$ cat src/rtl/ntt_ctrl_pkg.sv
// Shared constants, mode encodings, FSM states and the write-back delay-line
// entry for the Kyber NTT sequencing controller.
package ntt_ctrl_pkg;

    localparam int N            = 256;
    localparam int NUM_LAYERS   = 7;
    localparam int BF_PER_LAYER = 128;

    localparam logic [1:0] MODE_NTT  = 2'b00;
    localparam logic [1:0] MODE_INTT = 2'b01;
    localparam logic [1:0] MODE_IDLE = 2'b11;

    typedef enum logic [1:0] {
        ST_IDLE  = 2'd0,
        ST_RUN   = 2'd1,
        ST_DRAIN = 2'd2,
        ST_DONE  = 2'd3
    } state_e;

    typedef struct packed {
        logic       valid;
        logic [7:0] addr_a;
        logic [7:0] addr_b;
    } wb_t;

endpackage

$ cat src/rtl/ntt_addr_gen.sv
// Combinational butterfly address/twiddle map (layer, index, inv) -> (j, j+len, tw).
// INTT ordering is only built when NTT_CTRL_INTT_EN is defined.
module ntt_addr_gen (
    input  logic [2:0] layer,
    input  logic [6:0] idx,
    input  logic       inv,
    output logic [7:0] addr_a,
    output logic [7:0] addr_b,
    output logic [6:0] tw
);

    logic [7:0] len;
    logic [7:0] mask;
    logic [7:0] idx_ext;
    logic [7:0] j;
    logic [6:0] grp;

`ifndef NTT_CTRL_INTT_EN
    logic unused_inv;
    assign unused_inv = inv;
`endif

    // len is a power of two, so i/len and i mod len reduce to shifts and masks
    always_comb begin
        idx_ext = {1'b0, idx};
        len     = 8'd128 >> layer;
        grp     = idx >> (3'd7 - layer);
        tw      = (7'd1 << layer) + grp;
`ifdef NTT_CTRL_INTT_EN
        if (inv) begin
            len = 8'd2 << layer;
            grp = idx >> (layer + 3'd1);
            tw  = (7'd127 >> layer) - grp;
        end
`endif
        mask   = len - 8'd1;
        j      = ((idx_ext & ~mask) << 1) | (idx_ext & mask);
        addr_a = j;
        addr_b = j + len;
    end

endmodule

$ cat src/rtl/ntt_ctrl.sv
// Kyber NTT/INTT sequencing controller: FSM, layer/butterfly counters and the
// write-back delay line. Define NTT_CTRL_INTT_EN to enable inverse transforms.
module ntt_ctrl
    import ntt_ctrl_pkg::*;
#(
    parameter int RD_LAT = 1,
    parameter int BF_LAT = 4
) (
    input  logic       clk,
    input  logic       rst,
    input  logic       start,
    input  logic       inv,
    output logic       busy,
    output logic       done,
    output logic       rd_en,
    output logic [7:0] rd_addr_a,
    output logic [7:0] rd_addr_b,
    output logic [6:0] tw_addr,
    output logic [1:0] bf_mode,
    output logic       wr_en,
    output logic [7:0] wr_addr_a,
    output logic [7:0] wr_addr_b
);

    localparam int PIPE_LAT = RD_LAT + BF_LAT;
    localparam int DRAIN_W  = $clog2(PIPE_LAT + 1);

    state_e             state_q, state_d;
    logic [2:0]         layer_q, layer_d;
    logic [6:0]         idx_q, idx_d;
    logic [DRAIN_W-1:0] drain_q, drain_d;
    logic               inv_q, inv_d;

    logic               busy_q, busy_d;
    logic               done_q, done_d;
    logic               rd_en_q, rd_en_d;
    logic [7:0]         rd_addr_a_q, rd_addr_a_d;
    logic [7:0]         rd_addr_b_q, rd_addr_b_d;
    logic [6:0]         tw_addr_q, tw_addr_d;
    logic [1:0]         bf_mode_q, bf_mode_d;
    wb_t                wb_q [PIPE_LAT];
    wb_t                wb_d [PIPE_LAT];

    logic [7:0]         gen_a;
    logic [7:0]         gen_b;
    logic [6:0]         gen_tw;
    logic               active_d;

`ifndef NTT_CTRL_INTT_EN
    logic unused_inv;
    assign unused_inv = inv;
`endif

    // Addresses are generated from the next-state counters so that every
    // output can be registered without adding a cycle of read latency.
    ntt_addr_gen u_addr_gen (
        .layer  (layer_d),
        .idx    (idx_d),
        .inv    (inv_d),
        .addr_a (gen_a),
        .addr_b (gen_b),
        .tw     (gen_tw)
    );

    always_comb begin
        state_d = state_q;
        layer_d = layer_q;
        idx_d   = idx_q;
        drain_d = drain_q;
        inv_d   = inv_q;
        case (state_q)
            ST_IDLE: begin
                if (start) begin
                    state_d = ST_RUN;
                    layer_d = 3'd0;
                    idx_d   = 7'd0;
`ifdef NTT_CTRL_INTT_EN
                    inv_d   = inv;
`else
                    inv_d   = 1'b0;
`endif
                end
            end
            ST_RUN: begin
                if (idx_q == 7'(BF_PER_LAYER - 1)) begin
                    state_d = ST_DRAIN;
                    drain_d = '0;
                end else begin
                    idx_d = idx_q + 7'd1;
                end
            end
            ST_DRAIN: begin
                if (drain_q == DRAIN_W'(PIPE_LAT - 1)) begin
                    if (layer_q == 3'(NUM_LAYERS - 1)) begin
                        state_d = ST_DONE;
                    end else begin
                        state_d = ST_RUN;
                        layer_d = layer_q + 3'd1;
                        idx_d   = 7'd0;
                    end
                end else begin
                    drain_d = drain_q + DRAIN_W'(1);
                end
            end
            ST_DONE: state_d = ST_IDLE;
            default: state_d = ST_IDLE;
        endcase

        active_d    = (state_d == ST_RUN) || (state_d == ST_DRAIN);
        busy_d      = active_d;
        done_d      = (state_d == ST_DONE);
        rd_en_d     = (state_d == ST_RUN);
        rd_addr_a_d = rd_en_d ? gen_a : 8'd0;
        rd_addr_b_d = rd_en_d ? gen_b : 8'd0;
        tw_addr_d   = rd_en_d ? gen_tw : 7'd0;
        bf_mode_d   = active_d ? (inv_d ? MODE_INTT : MODE_NTT) : MODE_IDLE;

        wb_d[0] = {rd_en_q, rd_addr_a_q, rd_addr_b_q};
        for (int k = 1; k < PIPE_LAT; k++) begin
            wb_d[k] = wb_q[k-1];
        end
    end

    // Reset also flushes the delay line so no stale write can land afterwards.
    always_ff @(posedge clk) begin
        if (rst) begin
            state_q     <= ST_IDLE;
            layer_q     <= 3'd0;
            idx_q       <= 7'd0;
            drain_q     <= '0;
            inv_q       <= 1'b0;
            busy_q      <= 1'b0;
            done_q      <= 1'b0;
            rd_en_q     <= 1'b0;
            rd_addr_a_q <= 8'd0;
            rd_addr_b_q <= 8'd0;
            tw_addr_q   <= 7'd0;
            bf_mode_q   <= MODE_IDLE;
            for (int k = 0; k < PIPE_LAT; k++) begin
                wb_q[k] <= '0;
            end
        end else begin
            state_q     <= state_d;
            layer_q     <= layer_d;
            idx_q       <= idx_d;
            drain_q     <= drain_d;
            inv_q       <= inv_d;
            busy_q      <= busy_d;
            done_q      <= done_d;
            rd_en_q     <= rd_en_d;
            rd_addr_a_q <= rd_addr_a_d;
            rd_addr_b_q <= rd_addr_b_d;
            tw_addr_q   <= tw_addr_d;
            bf_mode_q   <= bf_mode_d;
            for (int k = 0; k < PIPE_LAT; k++) begin
                wb_q[k] <= wb_d[k];
            end
        end
    end

    assign busy      = busy_q;
    assign done      = done_q;
    assign rd_en     = rd_en_q;
    assign rd_addr_a = rd_addr_a_q;
    assign rd_addr_b = rd_addr_b_q;
    assign tw_addr   = tw_addr_q;
    assign bf_mode   = bf_mode_q;
    assign wr_en     = wb_q[PIPE_LAT-1].valid;
    assign wr_addr_a = wb_q[PIPE_LAT-1].addr_a;
    assign wr_addr_b = wb_q[PIPE_LAT-1].addr_b;

endmodule
$ cat config.mk
export PLATFORM = sky130hd
export DESIGN_NAME = ntt_ctrl
export DESIGN_NICKNAME = d
export VERILOG_FILES = /design/src/rtl/ntt_ctrl_pkg.sv /design/src/rtl/ntt_addr_gen.sv /design/src/rtl/ntt_ctrl.sv
export SDC_FILE = /design/constraint.sdc
export NUM_CORES = 1
export LEC_CHECK = 0
export CORE_ASPECT_RATIO = 2
export CORE_MARGIN = 1.5
export CORE_UTILIZATION = 50
export CTS_CLUSTER_DIAMETER = 60
export DETAILED_ROUTE_END_ITERATION = 7
export PLACE_DENSITY = 0.71
export SYNTH_ARGS = -nofsm -noshare
export SYNTH_HDL_FRONTEND = slang
export SYNTH_SLANG_ARGS = --single-unit
$ cat constraint.sdc
create_clock -name clk -period 11.65 [get_ports clk]
set_input_delay 2.33 -clock clk [delete_from_list [all_inputs] [get_ports clk]]
set_output_delay 2.33 -clock clk [all_outputs]
set_load 0.02 [all_outputs]
==> metrics.md, run 1 <==
| Metric | Value |
|---|---|
| Max-Cap Viols | 0 |
| Commonest non-fill, non-tap cells in the layout | dfxtp_1 (129), nor2b_1 (93), clkdlybuf4s50_1 (46) |
| Placed inst area | 5390 um2 |
| CP Class | in2reg |
| FP Rows | 51 |
| Final setup margin | 5.39 ns |
| Seq cells post-synth | 129 |
| Post-route setup TNS | 0 ns |
| Setup crit end kind | flop |
| Crit-path slowest cell | nor3_4 |
| Residual DRC | 0 |
| Vias | 3,342 |
| Global-route wire length before repair | 14,800 um |
| Total CTS buffers | 17 |
| Via density | approximately 5.0 |
| Final setup viols | 0 |
| HP Class | reg2reg |
| Static leakage | 2.40 nW |
| Synthesis-to-layout area growth | 20.1% |
| Total number of yosys warnings | 0 |
| Resized Gates After CTS | 0 |
| Hold buffers post-CTS | 0 |
| Layout cells sized above 1 | 0.100 |
| Final net count | 552 |
| Total routed wirelength | between 9000 and 10,000 um |
| TritonCTS clock tree | yes |
| RSZ-0062 raised after global routing | false |
| Cell count after placement | 640 |
| Initial antenna violation count | 0 |
| Bufs and invs on worst path | 2 |
| Final Util | 0.616 |
| IO Count | 49 |
| DRT iter0 DRCs | 198 |
| Die height | 144 um |
| Pwr Total | 0.993 mW |
| I/O Buffers | 47 |
| CP required | between 10 and 15 ns |
| F_max | 160 MHz |
| Top FF cell, synth | dfxtp_1 |
| Power Dens Cells | 166 nW/um2 |
| Syn Std Cell Area | 4980 um2 |
| Number of fillers in the final layout | roughly 860 |
| Finished Layout Cells | approximately 670 |
| Status | finished, final reports clean |
| Arrival @ worst endpoint | around 6.5 ns |
| FF+latch area | 2580 um2 |
| Area of the multi-input gates | 2110 um2 |
| Vias in the first global route | between 3,000 and 4,000 |
| H-Tree Depth | 4 |
| CP Cell Sequence | clkdlybuf4s50_1, nor3b_1, nor3_4, nand2_1, nor2_1, inv_1, ha_1, xnor2_1, o22ai_1, ha_1, a21o_1, a21o_1, a21oi_1, o21ai_0, xor2_1, xnor2_1, nor2_1 |
| Fin crit share | 0.538 |
| Skew final | 0.00661 ns |
| DR WL/cell | 13.8 um |
| ANT nets after route | 0 |
| GPL Wtd Cong | 0.885 |
| Post-synthesis cell count | 496 |
| Worst-Margin Slew | 0.959 ns |
| Drt first pass iters | 4 |
| Switching portion of total power | 0.235 |
| Maximum vdd drop | between 100 and 150 uV |
| Register share of total power | 0.452 |
| Worst-path fanout max | 10 |
| Final Hold Fails | 0 |
| Rel. slew slack | 0.361 |
| Synthesized net count | roughly 520 |
| Most common cell after layout, fill and taps aside | dfxtp_1 |
| HPWL Detailed | approximately 6400 um |
| CP peak stage delay | 0.50 ns |
| Clock Root Buffer | clkbuf_16 |
| Final instance area | 5980 um2 |
| Worst hold slack | 0.432 ns |
| Setup bufs post-CTS | 0 |
| Overflow after GRT | 0 |
| Internal Pwr Total | around 0.76 mW |
| Clock transition at path regs | 0.06 ns |
| Total GRT Usage | 0.188 |
| Pin count of the biggest net entering global routing | 105 |
| DIE AREA | 10,600 um2 |
| Worst setup SP type | primary input |
| Die width | 73.6 um |
| Syn avg cell area | 10.0 um2 |
| Synth cell types | 56 |
| Switching power | 0.233 mW |
| Post-synthesis sequential area ratio | 0.519 |
| Max clock buf depth | 2 |
| Ys async rst share | 0 |
| Core ar. | 9700 um2 |
| Comb power frac | 0.028 |
| DP Worst Slack | ~5.0 ns |
| CP top delay family | simple AND/OR/NAND/NOR gates |
| Antenna cells | 0 |
| Clock Sinks | around 130 |
| Worst skew pair latency | between 0.4 and 0.5 ns |
| Initial Util | 0.513 |
| Number of synthesized flops with an enable pin | 0 |
| Max-slew violation count | 0 |
| Clock period minus worst slack | 6.26 ns |
| Clock network power share | 0.520 |
## cell usage after synthesis (9+ instances only)
cell type | instances | area share
dfxtp_1 | 129 | 0.52
nor2b_1 | 93 | 0.12
nor2_1 | 39 | 0.029
nand2_1 | 26 | 0.020
a21oi_1 | 19 | 0.019
ha_1 | 19 | 0.048
buf_4 | 17 | 0.026
clkbuf_1 | 14 | 0.011
inv_1 | 12 | 0.0090
and2_1 | 11 | 0.014
nor3_1 | 10 | 0.010
a21o_1 | 9 | 0.014
xnor2_1 | 9 | 0.016
## final cells by class
cell class	count	share of cell area
flip-flops and latches	129	0.432
multi-input cells	318	0.354
repair buffers	49	0.0804
clock buffers	17	0.0712
clock inverters	15	0.0276
well taps	132	0.0276
inverters	12	0.00753
## logic make-up (layout without fill, tap and decap cells)
family	after synthesis	count (layout)	synth area share
buf+inv	49	93	0.0563
flops	129	129	0.519
simple gates	207	207	0.233
xor+xnor	12	12	0.0211
fa+ha+maj	21	21	0.0558
other cells	1	1	0.000753
compound gates	72	72	0.103
mux	5	5	0.0113
## per-layer routing
layer	global-route usage	vias to the layer above	wire (um)
met1	0.187	1551	3490
met5	0	-	0
met3	0.0530	16	341
li1	-	1680	-
met4	0.0819	0	207
met2	0.350	95	5230
## worst reg2reg max path: cells and delay by family, from the launching register on
kind	cells	cell delay (ns)
and+or+nand+nor	5	1.52
AOI/OAI and AO/OA	6	1.12
adders and majority gates	3	0.82
xor gates and xnor gates	3	0.57
DFF	1	0.33
buffers and inverters	2	0.17
## power by group through the flow
stage	Sequential (mW)	Combinational (mW)	Clock (mW)
2_1_floorplan	0.459	0.0181	0
3_3_place_gp	0.459	0.0274	0
3_5_place_dp	0.459	0.0280	0
4_1_cts	0.449	0.0282	0.526
5_1_grt	0.450	0.0307	0.548
6_report	0.449	0.0277	0.516
## worst paths after layout
| kind | start | to | slack (ns) | cells past startpoint |
|---|---|---|---|---|
| max reg2reg | drain_q[0] | rd_addr_b[7] | 6.98 | 19 |
| min reg2reg | wb_q[0][48] | wb_q[0][65] | 0.43 | 1 |
| max | start | rd_addr_b[7] | 5.39 | 17 |
| min | wb_q[0][48] | wb_q[0][65] | 0.43 | 1 |
## registers in the layout, summed over array words and instances (netlist names)
name       flops
bf_mode        2
busy           1
done           1
drain_q        3
idx_q          7
inv_q          1
layer_q        3
rd_addr_a      8
rd_addr_b      8
rd_en          1
state_q        2
tw_addr        7
wb_q          85
(Power assumes the default switching activity.)
==> inputs of run 2 (changes only) <==
--- a/config.mk
+++ b/config.mk
@@ -10,7 +10,7 @@
 export CORE_UTILIZATION = 50
 export CTS_CLUSTER_DIAMETER = 60
 export DETAILED_ROUTE_END_ITERATION = 7
-export PLACE_DENSITY = 0.71
+export PLACE_DENSITY = 0.74
 export SYNTH_ARGS = -nofsm -noshare
 export SYNTH_HDL_FRONTEND = slang
 export SYNTH_SLANG_ARGS = --single-unit
==> constraint.sdc (replaced) <==
create_clock -name clk -period 5.3 [get_ports clk]
set_input_delay 1.06 -clock clk [delete_from_list [all_inputs] [get_ports clk]]
set_output_delay 1.06 -clock clk [all_outputs]
set_load 0.02 [all_outputs]
==> run 2 against run 1 <==
Sequential share of layout area fell by 0.26 points; combinational power rose by 120%; total power is 120% higher; register-to-register slack worse by 6.0 ns; critical path type unchanged.
==> metrics.md, run 2 (synthesized netlist as in run 1, its figures left out) <==
| Metric | Value |
|---|---|
| CP required | 5.57 ns |
| Final setup viols | 0 |
| Max-Cap Viols | 0 |
| Overflow after GRT | 0 |
| Setup bufs post-CTS | 0 |
| Setup crit end kind | flop |
| Layout cells sized above 1 | 0.108 |
| Total routed wirelength | 9420 um |
| Maximum vdd drop | 266 uV |
| Arrival @ worst endpoint | 4.78 ns |
| HP Class | reg2reg |
| Worst skew pair latency | 0.41 ns |
| Post-route setup TNS | 0 ns |
| Commonest non-fill, non-tap cells in the layout | dfxtp_1 (129), nor2b_1 (93), clkdlybuf4s50_1 (46) |
| Worst-Margin Slew | 0.929 ns |
| ANT nets after route | 0 |
| Pin count of the biggest net entering global routing | 104 |
| Biggest register | wb_q |
| Die height | 144 um |
| Total GRT Usage | 0.193 |
| Clock Root Buffer | clkbuf_16 |
| Fin crit share | 0.853 |
| Max-slew violation count | 0 |
| Skew final | 0.0104 ns |
| CP Class | in2reg |
| Drt first pass iters | 4 |
| Vias in the first global route | 3,259 |
| Final instance area | 6010 um2 |
| Resized Gates After CTS | 0 |
| Pwr Total | 2.18 mW |
| Global-route wire length before repair | 15,100 um |
| H-Tree Depth | 4 |
| Hold buffers post-CTS | 0 |
| DIE AREA | 10,600 um2 |
| GPL Wtd Cong | 0.910 |
| Final net count | 557 |
| Number of fillers in the final layout | 862 |
| Most common cell after layout, fill and taps aside | dfxtp_1 |
| Vias | around 3,400 |
| Final Hold Fails | 0 |
| F_max | 221 MHz |
| Static leakage | 2.42 nW |
| IO Count | 49 |
| Largest register FFs | 85 |
| Initial Util | 0.513 |
| FP Rows | 51 |
| Clock transition at path regs | 0.06 ns |
| Power Dens Cells | 362 nW/um2 |
| Max clock buf depth | 2 |
| DR WL/cell | 13.9 um |
| Status | finished, final reports clean |
| Rel. slew slack | 0.381 |
| I/O Buffers | 47 |
| Total CTS buffers | 17 |
| Die width | ~74 um |
| Via density | ~5 |
| Clock Sinks | ~130 |
| Worst-path fanout max | 5 |
| Worst setup SP type | primary input |
| TritonCTS clock tree | yes |
| RSZ-0062 raised after global routing | false |
| Antenna cells | 0 |
| Placed inst area | around 5400 um2 |
| Initial antenna violation count | 0 |
| Synthesis-to-layout area growth | 20.8% |
| Residual DRC | 0 |
| Clock period minus worst slack | 4.52 ns |
| Core ar. | 9700 um2 |
| CP peak stage delay | 0.47 ns |
| Area of the multi-input gates | 2110 um2 |
| HPWL Detailed | between 6000 and 7000 um |
| CP Cell Sequence | clkdlybuf4s50_1, o21bai_2, nand2_1, o21ai_1, nand2_1, nor2_1, inv_1, ha_1, xnor2_1, o22ai_1, ha_1, a21o_1, a21o_1, a21oi_1, o21ai_0, xor2_1, xnor2_1, nor2_1 |
| DRT iter0 DRCs | 119 |
| FF+latch area | 2580 um2 |
| Crit-path slowest cell | clkdlybuf4s50_1 |
run 2: cell types whose count changed in the layout (fill, tap and decap cells not counted):
cell / before / now
clkinvlp_4: 2 / 3
buf_4: 2 / 7
inv_6: 7 / 6
run 2: critical path, delay by kind of cell:
| family | cells | cell delay [ns] |
|---|---|---|
| simple gates | 4 | 0.64 |
| compound gates | 7 | 1.46 |
| fa+ha+maj | 2 | 0.58 |
| buf+inv | 2 | 0.56 |
| xor+xnor | 3 | 0.48 |
run 2: path summary, 6_finish.rpt:
| check | start | endpoint | slack (ns) | cells after the start |
|---|---|---|---|---|
| worst max-delay path | start | rd_addr_b[7] | 0.78 | 18 |
| worst min-delay path | wb_q[0][29] | wb_q[0][46] | 0.43 | 1 |
| worst max register to register | drain_q[0] | rd_addr_b[7] | 0.96 | 19 |
| worst min register to register | wb_q[0][29] | wb_q[0][46] | 0.43 | 1 |
run 2: report_power, final:
| part | switching [mW] | internal [mW] |
|---|---|---|
| combinational | 0.0400 | 0.0210 |
| sequential | 0.00618 | 0.981 |
| clock | 0.460 | 0.667 |
run 2: layout make-up:
cell class              count  area share
clock buffers              17      0.0707
clock inverters            15      0.0273
inverters                  12     0.00749
multi-input cells         318       0.352
flip-flops and latches    129       0.429
well taps                 132      0.0275
repair buffers             54      0.0861
run 2: metal layers:
layer,share of wire,up-vias,GRT usage
met2,0.56,85,0.352
li1,-,1690,-
met3,0.033,29,0.0544
met4,0.051,0,0.126
met1,0.36,1583,0.179
met5,0,-,0
run 2: per-stage QoR:
step           hold WS [ns]  utilization  std cells  setup slack [ns]
6_report              0.430        0.620        677             0.781
5_1_grt               0.439        0.620        677             0.538
4_1_cts               0.434        0.620        677             0.829
3_5_place_dp          0.420        0.559        645             0.422
3_3_place_gp          0.416        0.559        645             0.536
2_1_floorplan         0.414            -        496              1.10
